$ cat config.mk
export PLATFORM = sky130hd
export DESIGN_NAME = div_unit
export DESIGN_NICKNAME = d
export VERILOG_FILES = /design/src/rtl/div_unit.sv
export SDC_FILE = /design/constraint.sdc
export NUM_CORES = 1
export LEC_CHECK = 0
export BUFFER_PORTS_ARGS = -buffer_cell sky130_fd_sc_hd__buf_4
export CAP_MARGIN = 20
export CORE_ASPECT_RATIO = 0.8
export CORE_MARGIN = 4
export CORE_UTILIZATION = 50
export CTS_CLUSTER_SIZE = 16
export DETAILED_ROUTE_END_ITERATION = 8
export PLACE_DENSITY = 0.7
export REMOVE_ABC_BUFFERS = 1
export SKIP_CTS_REPAIR_TIMING = 1
export SYNTH_ARGS = -nofsm -noshare
export SYNTH_HDL_FRONTEND = slang
export SYNTH_SLANG_ARGS = --single-unit
$ cat constraint.sdc
create_clock -name clk -period 4.5 [get_ports clk]
set_input_delay 0.225 -clock clk [delete_from_list [all_inputs] [get_ports clk]]
set_output_delay 0.225 -clock clk [all_outputs]
set_load 0.02 [all_outputs]
$ cat src/rtl/div_unit.sv
// Iterative radix-2 restoring divider for DIV/DIVU; one quotient bit per cycle, result laid out as {remainder, quotient}.
// Optional: define DIV_ZERO_FAST_EN to finish a divide-by-zero one cycle after acceptance.
module div_unit #(
    parameter int DATA_W = 32
) (
    input  logic                  clk,
    input  logic                  resetn,
    input  logic                  start,
    input  logic                  is_signed,
    input  logic [DATA_W-1:0]     a,
    input  logic [DATA_W-1:0]     b,
    input  logic                  cancel,
    output logic                  stall,
    output logic                  result_valid,
    output logic [2*DATA_W-1:0]   result
);

    localparam int CNT_W = $clog2(DATA_W + 1);

    typedef enum logic [1:0] {
        IDLE,
        BUSY,
        DONE
    } state_t;

    state_t             state;
    logic [DATA_W-1:0]  dvd;      // dividend magnitude, shifted out MSB first
    logic [DATA_W-1:0]  dvs;      // divisor magnitude
    logic [DATA_W-1:0]  quot;
    logic [DATA_W:0]    rem;
    logic [CNT_W-1:0]   count;
    logic               q_neg;
    logic               r_neg;
    logic               sgn;

    logic               b_zero;
    logic [DATA_W-1:0]  a_mag;
    logic [DATA_W-1:0]  b_mag;
    logic [DATA_W:0]    rem_shift;
    logic [DATA_W+1:0]  diff;
    logic               no_borrow;
    logic               fix_en;
    logic [DATA_W-1:0]  quot_fix;
    logic [DATA_W-1:0]  rem_fix;

    // A zero divisor keeps the raw dividend so the iteration leaves it untouched in the remainder.
    assign b_zero = (b == '0);
    assign a_mag  = (is_signed && a[DATA_W-1] && !b_zero) ? -a : a;
    assign b_mag  = (is_signed && b[DATA_W-1]) ? -b : b;

    assign rem_shift = {rem[DATA_W-1:0], dvd[DATA_W-1]};
    assign diff      = {1'b0, rem_shift} - {2'b00, dvs};
    assign no_borrow = ~diff[DATA_W+1];

    assign fix_en   = sgn && (dvs != '0);
    assign quot_fix = (fix_en && q_neg) ? -quot : quot;
    assign rem_fix  = (fix_en && r_neg) ? -rem[DATA_W-1:0] : rem[DATA_W-1:0];

    assign stall = (state == BUSY) || ((state == IDLE) && start && !cancel);

    // NOTE: every register here is updated with non-blocking assignments so all of them
    // see the pre-edge values of each other; blocking would chain the updates within one edge.
    always_ff @(posedge clk or negedge resetn) begin
        if (!resetn) begin
            state        <= IDLE;
            dvd          <= '0;
            dvs          <= '0;
            quot         <= '0;
            rem          <= '0;
            count        <= '0;
            q_neg        <= 1'b0;
            r_neg        <= 1'b0;
            sgn          <= 1'b0;
            result       <= '0;
            result_valid <= 1'b0;
        end else if (cancel) begin
            state        <= IDLE;
            result_valid <= 1'b0;
        end else begin
            case (state)
                IDLE: begin
                    result_valid <= 1'b0;
                    if (start) begin
                        dvd   <= a_mag;
                        dvs   <= b_mag;
                        quot  <= '0;
                        rem   <= '0;
                        count <= '0;
                        q_neg <= a[DATA_W-1] ^ b[DATA_W-1];
                        r_neg <= a[DATA_W-1];
                        sgn   <= is_signed;
                        state <= BUSY;
`ifdef DIV_ZERO_FAST_EN
                        // Preload the finished divide-by-zero answer; BUSY then retires it next edge.
                        if (b_zero) begin
                            rem   <= {1'b0, a};
                            quot  <= '1;
                            count <= CNT_W'(DATA_W);
                        end
`endif
                    end
                end
                BUSY: begin
                    if (count == CNT_W'(DATA_W)) begin
                        result       <= {rem_fix, quot_fix};
                        result_valid <= 1'b1;
                        state        <= DONE;
                    end else begin
                        rem   <= no_borrow ? diff[DATA_W:0] : rem_shift;
                        quot  <= {quot[DATA_W-2:0], no_borrow};
                        dvd   <= dvd << 1;
                        count <= count + 1'b1;
                    end
                end
                DONE: begin
                    // start is still the same instruction here, so it is not looked at.
                    result_valid <= 1'b0;
                    state        <= IDLE;
                end
                default: begin
                    result_valid <= 1'b0;
                    state        <= IDLE;
                end
            endcase
        end
    end

endmodule

==> results_dict.tcl <==
set metrics [dict create \
    h-tree-depth 1 \
    crit_required_ns 4.91 \
    reg2reg_to "rem[30]" \
    leakage_nw 6.438 \
    stdcell_area_sq_um 14170 \
    outcome "completed" \
    num_rows 50 \
    yosys.area.top_type "dfrtp_1" \
    drive_gt1_frac 0.1356 \
    core_sq_um 23590 \
    crit_path_max_incr_delay_ns 0.46 \
    ys_seq_elements 204 \
    crit_end "rem[30]" \
    gp_congestion 0.9197 \
    place_hpwl_mm 21.43 \
    grt_max_degree 113 \
    post-route-util 0.6009 \
    syn_to_final_growth_pct 17.04 \
    die_h_um 147.2 \
    layout_commonest_cell "dfrtp_1" \
    cts_tree "yes" \
    place_inst 1771 \
    critPathLaunch "rem[9]" \
    grt_overflow_total 0 \
    crit_chain "ha_1 > nand4_1 > or3_1 > a2111o_1 > and3b_1 > a21o_1 > o311a_1 > buf_4 > nand2b_1 > o21ai_1" \
    rsz0062_at_grt "false" \
    initial_core_util 0.5134 \
    instances_no_fill 1816 \
    first_iter_violations 718 \
    seq_area_frac_synth 0.4216 \
    grt_pass1_wl_mm 49.62 \
    maxCapViolations 0 \
    cts_buffer_depth 3 \
    antenna_left 0 \
    synth_warnings 0 \
    yosys.cell_types.count 57 \
    period_share 0.7867 \
    numCtsBuffers 23 \
    syn-cell-area_sq_um 12110 \
    viasPerCell 5.699 \
    placed_area_sq_um 13350 \
    synth_ff_type "dfrtp_1" \
    r2r_start "rem[9]" \
    grt_pass1_vias 9586 \
    clock_tree.root_cell "clkbuf_16" \
    drc 0 \
    grt_usage 0.2178 \
    fmax_mhz 282.5 \
    clk_latency_ns 0.51 \
    wirelength_mm 29.61 \
    pwr-share-clk 0.284 \
    finClkSkew_ns 0.02301 \
    nets 1597 \
    placement.io_buffers 134 \
    whs_ns 0.01793 \
    most-common-layout-cells "204 x dfrtp_1, 199 x nand2_1, 170 x o21ai_0, 145 x buf_4, 85 x a21oi_1" \
    grt_antenna_before_repair 0 \
    hold_path_class "in2reg" \
    period_minus_slack_ns 3.540 \
    max-slew-margin-rel 0.2682 \
    p_int_w 0.004215 \
    peakVddDrop_uv 297.6 \
    path_max_fanout 31 \
    num_antenna_cells 0 \
    p_sw_w 0.002474 \
    clk_pin_slew_ns 0.06 \
    hold_depth 3 \
    vias 10350 \
    clock_sinks 204 \
    cp-start-kind "flip-flop" \
    hold_viol_final 0 \
    final-setup-viol-count 0 \
    slew_viol_final 0 \
    synth_edf_count 0 \
    worst_path_max_delay_cell "dfrtp_1" \
    ff2ff_setup_slack_ns 0.96 \
    synth_area_leaders "dfrtp_1 42%, o21ai_0 7.0%, nand2_1 6.2%, xor2_1 5.8%, xnor2_1 5.1%" \
    avgRoutedWirePerCell_um 16.30 \
    crit_arrival_ns 3.95 \
    reg2regPathDepth 10 \
    seqPwrFrac 0.349 \
    crit_type "reg2reg" \
    swShare 0.3698 \
    postSynthAreaPerCell_sq_um 8.718 \
    async_flop_share 1.000 \
    worstMarginPinSlew_ns 1.098 \
    fp.dieArea_sq_um 26790 \
    first_pass_iters 5 \
    p_per_area_nw_per_um2 472.0 \
    die_w_um 182.0 \
    syn-instance-count 1389 \
    synth_top_cell_area_share 0.4216 \
    worst_setup_path_end_kind "flip-flop" \
    power_frac_comb 0.367 \
    io_pins 135 \
]
[critical path: cells and delay by family, from the launching register on]
family / cells / cell delay, ns
adder cells (fa/ha/maj): 1 / 0.42
AND/OR/NAND/NOR: 4 / 1.12
flip-flops: 1 / 0.46
AO/OA/AOI/OAI: 4 / 1.21
buffers and inverters: 1 / 0.23
[sequential cells by signal, indices dropped and copies added (netlist names)]
name and flops:
result 64, result_valid 1, q_neg 1, r_neg 1, sgn 1, state 2, count 6, dvs 32
dvd 32, rem 32, quot 32
[worst min path at each step]
stage / endpoint / from / slack (ns)
2_1_floorplan: count[0] / resetn / -0.07
3_3_place_gp: result[45] / resetn / 0.42
3_5_place_dp: result[45] / resetn / 0.42
4_1_cts: result[45] / resetn / -0.10
5_1_grt: dvs[1] / b[1] / 0.02
6_report: dvs[1] / b[1] / 0.02
[cell families (layout without fill, tap and decap cells)]
kind of cell | after synthesis | in the layout | synth area share
AOI/OAI and AO/OA | 423 | 423 | 0.2171
buffers and inverters | 132 | 247 | 0.04174
and+or+nand+nor | 435 | 435 | 0.1653
DFF | 204 | 204 | 0.4216
muxes | 5 | 5 | 0.004133
xor gates and xnor gates | 151 | 151 | 0.1092
adders and majority gates | 39 | 39 | 0.04092
[power by group through the flow]
stage               clock (W)  sequential, W  combinational (W)
detailed placement          0        0.00236            0.00242
CTS                   0.00194        0.00233            0.00243
global placement            0        0.00234            0.00239
floorplan                   0        0.00227            0.00181
global route          0.00202        0.00237            0.00275
finish                0.00190        0.00233            0.00245
[through the flow]
stage	total power (W)	worst slack [ns]	setup TNS (ns)
2_1_floorplan	0.004074	-0.8601	-17.48
3_3_place_gp	0.004730	1.078	0
3_5_place_dp	0.004775	1.028	0
4_1_cts	0.006696	0.9815	0
5_1_grt	0.007136	0.7490	0
6_report	0.006689	0.9598	0
[final cells by class]
class / instances / area (sq um)
clock buffer: 29 / 628.1
multi-input combinational: 1053 / 6523
fill: 2114 / 9413
inverter: 55 / 206.4
sequential: 204 / 5105
clock inverter: 11 / 142.6
tap: 312 / 390.4
timing repair buffer: 152 / 1177
[per-layer routing]
metal / GRT usage / share of wire
met4: 0.03601 / 0.012
met3: 0.03317 / 0.063
met5: 0 / 0
met2: 0.2985 / 0.40
met1: 0.3637 / 0.53
[cell usage after synthesis, types with 6 or more instances]
master	n
o31ai_1	25
buf_2	8
or2_2	7
o21ai_1	14
o311ai_1	14
nand2_1	201
a22oi_1	6
nand4_1	11
nand3_1	27
nor3_1	20
o41ai_1	16
nor2b_1	7
xnor2_1	71
nor2_1	85
nor4_1	18
dfrtp_1	204
o21a_1	6
or3_1	13
and3_1	7
ha_1	38
nand2b_1	9
a21o_1	11
a32oi_1	13
o21ai_0	170
inv_1	54
a31oi_1	7
or4_1	11
xor2_1	80
clkbuf_1	67
a22o_1	29
a21oi_1	85
(Power assumes the default switching activity.)
